## src/rtl/rv32_pkg.sv

```systemverilog
// Shared RV32I encodings for the multi-cycle control path: opcodes, FSM state
// codes, trap causes and the reset instruction.
package rv32_pkg;

    localparam logic [6:0] OP_R     = 7'h33;
    localparam logic [6:0] OP_I     = 7'h13;
    localparam logic [6:0] OP_LOAD  = 7'h03;
    localparam logic [6:0] OP_STORE = 7'h23;
    localparam logic [6:0] OP_BR    = 7'h63;
    localparam logic [6:0] OP_JALR  = 7'h67;
    localparam logic [6:0] OP_JAL   = 7'h6F;
    localparam logic [6:0] OP_AUIPC = 7'h17;
    localparam logic [6:0] OP_LUI   = 7'h37;

    localparam logic [2:0] ST_FETCH  = 3'd0;
    localparam logic [2:0] ST_DECODE = 3'd1;
    localparam logic [2:0] ST_EXEC   = 3'd2;
    localparam logic [2:0] ST_MEM    = 3'd3;
    localparam logic [2:0] ST_WB     = 3'd4;
    localparam logic [2:0] ST_TRAP   = 3'd5;

    localparam logic [1:0] TRAP_NONE    = 2'b00;
    localparam logic [1:0] TRAP_ILLEGAL = 2'b01;
    localparam logic [1:0] TRAP_IMEM    = 2'b10;
    localparam logic [1:0] TRAP_DMEM    = 2'b11;

    localparam logic [31:0] NOP_INST = 32'h0000_0013;

    function automatic logic is_legal_opcode(input logic [6:0] op);
        case (op)
            OP_R, OP_I, OP_LOAD, OP_STORE, OP_BR,
            OP_JALR, OP_JAL, OP_AUIPC, OP_LUI: return 1'b1;
            default:                           return 1'b0;
        endcase
    endfunction

endpackage

```

## src/rtl/req_timeout_timer.sv

```systemverilog
// Counts request cycles that went unacknowledged; expired flags the cycle in
// which the TIMEOUT-th consecutive miss happens.
module req_timeout_timer #(
    parameter int unsigned TIMEOUT = 16
) (
    input  logic clk,
    input  logic rst_n,
    input  logic clear,
    input  logic count_en,
    output logic expired
);

    localparam int unsigned W = $clog2(TIMEOUT + 1);
    localparam logic [W-1:0] LAST = W'(TIMEOUT - 1);

    logic [W-1:0] count_q, count_d;

    always_comb begin
        count_d = count_q;
        if (clear) begin
            count_d = '0;
        end else if (count_en) begin
            count_d = count_q + W'(1);
        end
    end

    // A miss in this cycle is the one that brings the count to TIMEOUT.
    assign expired = count_en && (count_q == LAST);

    always_ff @(posedge clk) begin
        if (!rst_n) begin
            count_q <= '0;
        end else begin
            count_q <= count_d;
        end
    end

endmodule

```

## src/rtl/multicycle_sequencer.sv

```systemverilog
// Multi-cycle RV32I control FSM: fetch/decode/exec/mem/wb stepping with
// handshake timeouts, illegal-opcode trap, and cycle/instret counters.
module multicycle_sequencer
    import rv32_pkg::*;
#(
    parameter int unsigned CNT_W      = 32,
    parameter int unsigned TIMEOUT    = 16,
    parameter bit          RESET_TRAP = 1'b0
) (
    input  logic             clk,
    input  logic             rst_n,
    output logic             imem_req,
    input  logic             imem_ack,
    input  logic [31:0]      imem_rdata,
    output logic [31:0]      ir_q,
    input  logic             cu_regwr,
    input  logic             cu_memwr,
    input  logic             cu_memtoreg,
    output logic             dmem_req,
    output logic             dmem_we,
    input  logic             dmem_ack,
    output logic             ld_we,
    output logic             pc_we,
    output logic             rf_we,
    output logic             halted,
    output logic [1:0]       trap_cause,
    output logic [CNT_W-1:0] cycle_cnt,
    output logic [CNT_W-1:0] instret_cnt
);

    logic [2:0]       state_q, state_d;
    logic [31:0]      ir_d;
    logic [1:0]       cause_q, cause_d;
    logic [CNT_W-1:0] cycle_cnt_q, cycle_cnt_d;
    logic [CNT_W-1:0] instret_cnt_q, instret_cnt_d;

    logic in_fetch, in_mem, in_wb, in_trap;
    logic tmr_clear, tmr_count_en, tmr_expired;

    assign in_fetch = (state_q == ST_FETCH);
    assign in_mem   = (state_q == ST_MEM);
    assign in_wb    = (state_q == ST_WB);
    assign in_trap  = (state_q == ST_TRAP);

    // Held at zero outside the two wait states, so every entry starts fresh.
    assign tmr_clear    = !(in_fetch || in_mem);
    assign tmr_count_en = (in_fetch && !imem_ack) || (in_mem && !dmem_ack);

    req_timeout_timer #(
        .TIMEOUT(TIMEOUT)
    ) u_timer (
        .clk      (clk),
        .rst_n    (rst_n),
        .clear    (tmr_clear),
        .count_en (tmr_count_en),
        .expired  (tmr_expired)
    );

    always_comb begin
        state_d = state_q;
        ir_d    = ir_q;
        cause_d = cause_q;
        case (state_q)
            ST_FETCH: begin
                if (imem_ack) begin
                    ir_d    = imem_rdata;
                    state_d = ST_DECODE;
                end else if (tmr_expired) begin
                    state_d = ST_TRAP;
                    cause_d = TRAP_IMEM;
                end
            end
            ST_DECODE: begin
                if (is_legal_opcode(ir_q[6:0])) begin
                    state_d = ST_EXEC;
                end else begin
                    state_d = ST_TRAP;
                    cause_d = TRAP_ILLEGAL;
                end
            end
            ST_EXEC: state_d = (cu_memwr || cu_memtoreg) ? ST_MEM : ST_WB;
            ST_MEM: begin
                if (dmem_ack) begin
                    state_d = ST_WB;
                end else if (tmr_expired) begin
                    state_d = ST_TRAP;
                    cause_d = TRAP_DMEM;
                end
            end
            ST_WB:   state_d = ST_FETCH;
            default: state_d = ST_TRAP;
        endcase
    end

    always_comb begin
        cycle_cnt_d   = in_trap ? cycle_cnt_q : cycle_cnt_q + CNT_W'(1);
        instret_cnt_d = in_wb ? instret_cnt_q + CNT_W'(1) : instret_cnt_q;
    end

    always_ff @(posedge clk) begin
        if (!rst_n) begin
            state_q       <= RESET_TRAP ? ST_TRAP : ST_FETCH;
            ir_q          <= NOP_INST;
            cause_q       <= TRAP_NONE;
            cycle_cnt_q   <= '0;
            instret_cnt_q <= '0;
        end else begin
            state_q       <= state_d;
            ir_q          <= ir_d;
            cause_q       <= cause_d;
            cycle_cnt_q   <= cycle_cnt_d;
            instret_cnt_q <= instret_cnt_d;
        end
    end

    assign imem_req    = in_fetch;
    assign dmem_req    = in_mem;
    assign dmem_we     = in_mem && cu_memwr;
    assign ld_we       = in_mem && dmem_ack && cu_memtoreg;
    assign pc_we       = in_wb;
    assign rf_we       = in_wb && cu_regwr;
    assign halted      = in_trap;
    assign trap_cause  = cause_q;
    assign cycle_cnt   = cycle_cnt_q;
    assign instret_cnt = instret_cnt_q;

endmodule

```

## config.mk

```make
export PLATFORM = sky130hd
export DESIGN_NAME = multicycle_sequencer
export DESIGN_NICKNAME = d
export VERILOG_FILES = /design/src/rtl/rv32_pkg.sv /design/src/rtl/req_timeout_timer.sv /design/src/rtl/multicycle_sequencer.sv
export SDC_FILE = /design/constraint.sdc
export NUM_CORES = 1
export LEC_CHECK = 0
export BUFFER_PORTS_ARGS = -buffer_cell sky130_fd_sc_hd__buf_2
export CORE_ASPECT_RATIO = 1.1
export CORE_MARGIN = 4
export CORE_UTILIZATION = 40
export CTS_CLUSTER_DIAMETER = 80
export DETAILED_ROUTE_END_ITERATION = 6
export PLACE_DENSITY_LB_ADDON = 0.08
export SLEW_MARGIN = 20
export SYNTH_ARGS = -nofsm -noshare
export SYNTH_HDL_FRONTEND = slang
export SYNTH_HIERARCHICAL = 1
export SYNTH_SLANG_ARGS = --single-unit
```

## constraint.sdc

```tcl
create_clock -name clk -period 3.5 [get_ports clk]
set_clock_uncertainty 0.2 [all_clocks]
set_input_delay 0.875 -clock clk [delete_from_list [all_inputs] [get_ports clk]]
set_output_delay 0.875 -clock clk [all_outputs]
set_load 0.1 [all_outputs]
```

-- Word-level counts from Yosys, hierarchy flattened
Cells that the tools add are included.
- $add $sub $neg: 3
- eq/ne operators: 20
- mux-type cells: 14
- reduce and logical (&&, ||, !) cells: 18
- operators by type and width (operator ; count):
    adder 32 x 1 -> 32 bit, second input constant ; 2
    == test 7 x 6 -> 1 bit, second input constant ; 3
    == test 7 bit, second input constant ; 3
    two-way mux 3 bit ; 5
    one-hot mux 3 bit (5 select lines) ; 1
    == test 7 x 5 -> 1 bit, second input constant ; 2
    two-way mux 2 bit ; 5
    OR reduction 9 bit ; 1
    == test 7 x 2 -> 1 bit, second input constant ; 1
    logical AND 1 bit ; 7
    == test 3 x 2 -> 1 bit, second input constant ; 2
    == test 3 bit, second input constant ; 2
    != test 2 bit, second input constant ; 3
    one-hot mux 2 bit (3 select lines) ; 1
    AND reduction 6 bit ; 1
    adder 5 x 1 -> 5 bit, second input constant ; 1
    == test 5 x 4 -> 1 bit, second input constant ; 1
    != test 2 x 1 -> 1 bit, second input constant ; 2
    AND reduction 2 bit ; 2
    == test 3 x 1 -> 1 bit, second input constant ; 1
    logical NOT 3 bit ; 1
    logical OR 1 bit ; 3
    nonzero test 3 bit ; 1
    logical NOT 1 bit ; 2
    two-way mux 1 bit ; 2
- register bits: 106
- bits of input ports: 39
- output and inout port bits: 105
- logic and storage cells: 61

-- Depth between registers and ports, before layout
- depth after elaboration: 7
- mapped depth: 10
- mapped depth without buffers: 9

-- By module
Netlist, hierarchy kept.
- modules (own cells, without submodules) (module ; times used ; cells each ; area an instance (sq um) ; seq. area each (sq um)):
    multicycle_sequencer ; 1 ; 516 ; 4593.2 ; 2021.9
    req_timeout_timer ; 1 ; 25 ; 245.2 ; 100.1

-- Worst setup path before layout
OpenSTA, ideal clock, no wires.
- path type: register to output
- from: register state_q[1]
- to: output port ld_we
- data arrival time: 2.492 ns
- required time: 2.425 ns
- slack: -0.067 ns
- stages on the path, launching flop included: 4
- buffers on the path: 1
- cells stage by stage: dfxtp_1 clkbuf_1 and3b_1 and3_1
- cells in the longest elaborated chain, start to end: 3
- ends and longest elaborated chain (item ; line ; RTL):
    start: declaration ; multicycle_sequencer.sv:31 ; logic [2:0] state_q, state_d;
    start signal: assignment ; multicycle_sequencer.sv:102 ; state_q <= RESET_TRAP ? ST_TRAP : ST_FETCH;
    start signal: assignment ; multicycle_sequencer.sv:108 ; state_q <= state_d;
    == test 3 x 2 -> 1 bit ; multicycle_sequencer.sv:41 ; assign in_mem = (state_q == ST_MEM);
    net dmem_req ; multicycle_sequencer.sv:19 ; output logic dmem_req,
    logical AND 1 bit (2 in a row) ; multicycle_sequencer.sv:119 ; assign ld_we = in_mem && dmem_ack && cu_memtoreg;
    end: declaration ; multicycle_sequencer.sv:22 ; output logic ld_we,
The timed path passes the listed nets, and every way through them passes these cells.

-- Worst setup path after layout
- from: register state_q[1]
- to: output port ld_we
- cells in the longest elaborated chain, start to end: 3
- ends and longest elaborated chain (item ; line):
    == test 3 x 2 -> 1 bit ; multicycle_sequencer.sv:41
    logical AND 1 bit (2 in a row) ; multicycle_sequencer.sv:119
No other way between the ends.

==> metrics <==
placed cell areas 5710 µm²; Crit path largest cell delay 0.68 ns; ANT cells 0; combinational share of power 40.6%; Finish-stage setup viols 0; DR vias 4135; DRT iter0 DRCs 184; register area share after synthesis 43.9%; Pwr Total 0.00413 W; top-area cell type share of the netlist area 43.9%; Final Max Slew Viols 0; post-route minimum period 3.03 ns; Switching Share 46.0%; sw power 0.00190 W; post-CTS sizing 0; Pre-antenna DRT Iters 4; Final Hold Fails 0; Die Ht 123 µm; post-CTS setup buffers 0; I/O Pins 144; Nets 718; Hold Buf Count CTS 0; required arrival time at the worst endpoint 2.42 ns; global routing's busiest layer met2; max-cap viol count 0; P_int 0.00223 W; Critical Path AT 1.95 ns; DRC 0; CTS sink count 106; GRT met2 Usage 28.6%; Max VDD drop 0.847 mV; worst-path fanout max 16; Setup crit end kind primary output; Slew headroom 57.4%; ys flop type dfxtp_1; pwr/cell area 689 nW/µm²; die area 13900 µm²; RSZ-0062 raised after global routing no; Finished Cell Area 5990 µm²; worst r2r path cells 9; P&R area growth vs syn 23.8%; FP Rows 41; root buf cell clkbuf_16; Slowest-stage cell, CP dfxtp_1; most frequent cells in the layout buf_2 (143), dfxtp_1 (106), nand2_1 (93); GRT Overall Usage 16.6%; clock share of power 24.1%; Final period util 86.5%; Worst Setup Path Type flop to primary output; clk_lat worst skew 0.35 ns; Pleak 2.70 nW; status complete, no violations; synthesis-stage register bit count 106; final core occ 51.4%; Initial Util 41.5%; core box area 11600 µm²; initial antenna violation count 0; Mapped Nets 584; Place WS 0.806 ns; yosys warns 6; Die Wd 113 µm; R2R setup slack 0.81 ns; crit-path cells and3b_1, and3_2, buf_2; commonest non-fill, non-tap cell in the layout buf_2; Synth Cell Area 4840 µm²; Syn Inst Count 541; global-route wire length before repair 19100 µm; PnR worst setup slack 0.472 ns; antenna viol nets, final 0; Crit Reg-Reg Startpoint state_q[1]; FF-to-FF End trap_cause[0]; crit start category flop; Worst-Margin Slew 0.634 ns; synth unique cells 50; fmax 330 MHz; met1 GRT Util 19.6%; port buffer count 143; pin count of the biggest net entering global routing 73; DR vias/cell 4.98; FILL cells 1128; Synth area leader dfxtp_1; Critical path origin state_q[1]; GPL Wtd Cong 0.819; async set or reset register ratio after synthesis 0%; gr ovfl total 0; vias in the first global route 4089; Clock Tree Buf Depth 2; cts bufs inserted 9; final setup TNS 0 ns; sequential power share 35.3%; ratio of cells with drive above 1 in the final layout 26.3%; final wirelength 11500 µm; Synth area leaders dfxtp_1 (44%), and2_1 (8.0%), xnor2_1 (7.4%); Post-synth EDFFs 0; Worst Hold Class flop to flop; clock-pin slew on the worst setup and hold paths 0.07 ns; htree depth 3; DP HPWL 8130 µm; Avg WL per Cell 13.8 µm; CTS tree built; Avg Cell Area, Syn 8.94 µm²; crit path capture ld_we; GR met3 Demand/Resource 4.45%
## power by group through the flow
| stage | clock network [W] | logic, W | registers (W) |
|---|---|---|---|
| 2_1_floorplan | 0 | 0.000656 | 0.00223 |
| 3_3_place_gp | 0 | 0.00167 | 0.00148 |
| 3_5_place_dp | 0 | 0.00168 | 0.00148 |
| 4_1_cts | 0.00102 | 0.00169 | 0.00146 |
| 5_1_grt | 0.00106 | 0.00178 | 0.00148 |
| 6_report | 0.000993 | 0.00167 | 0.00146 |
## worst min-delay path by stage
stage	end	startpoint	cells after the start	slack [ns]
3_3_place_gp	ir_q[14]	ir_q[14]	2	0.25
3_5_place_dp	ir_q[28]	ir_q[28]	2	0.26
6_report	ir_q[18]	ir_q[18]	2	0.26
2_1_floorplan	u_timer/count_q[4]	u_timer/count_q[4]	2	0.26
4_1_cts	ir_q[28]	ir_q[28]	2	0.27
5_1_grt	ir_q[7]	ir_q[7]	2	0.29
## stage by stage
step	std cells	hold slack, ns
after global routing	830	0.287
after global placement	814	0.249
final	830	0.261
after detailed placement	814	0.255
after floorplan	541	0.256
after CTS	830	0.265
## Yosys cell counts (4+ instances only)
cell,count
xnor2_1,41
mux2i_1,5
dfxtp_1,106
xor2_1,18
or3_1,4
and2_1,62
nand4_1,20
and3_1,11
nand3_1,23
ha_1,4
nor3_1,9
nand2b_1,5
and4_1,6
nor2b_1,5
buf_2,4
a21boi_0,33
nand2_1,94
clkbuf_1,22
nor2_1,10
inv_1,7
nor4_1,6
o21ai_0,5
## kinds of logic after synthesis
kind of cell | synth area share (%)
AND/OR/NAND/NOR | 31.9
adder cells (fa/ha/maj) | 1.03
flip-flops | 43.9
multiplexers | 1.03
buffers and inverters | 2.90
AO/OA/AOI/OAI | 8.59
XOR/XNOR | 10.7
## cell type report
cell class              count  area, µm²  area share (%)
repair buffers            150        781            13.0
inverters                   8       30.0           0.501
flip-flops and latches    106       2120            35.4
well taps                 150        188            3.13
multi-input cells         400       2590            43.2
clock buffers              13        240            4.01
clock inverters             3       40.0           0.668
## layer usage
layer | share of wire, % | wire length [µm] | up-vias
met2 | 47 | 5440 | 95
met1 | 45 | 5130 | 1926
met4 | 1.7 | 198 | 0
met5 | 0 | 0 | -
li1 | - | - | 2100
met3 | 6.2 | 706 | 14
## critical path: cells and delay by family (launching register included)
kind	cells	cell delay, ns
buffers and inverters	1	0.42
DFF	1	0.68
and+or+nand+nor	2	0.51
## flip-flops by register name, indices dropped and copies added (netlist names)
register / flops
u_timer/count_q: 5
instret_cnt: 32
ir_q: 32
cycle_cnt: 32
trap_cause: 2
state_q: 3
No activity file was read; power rests on OpenSTA's default activity.
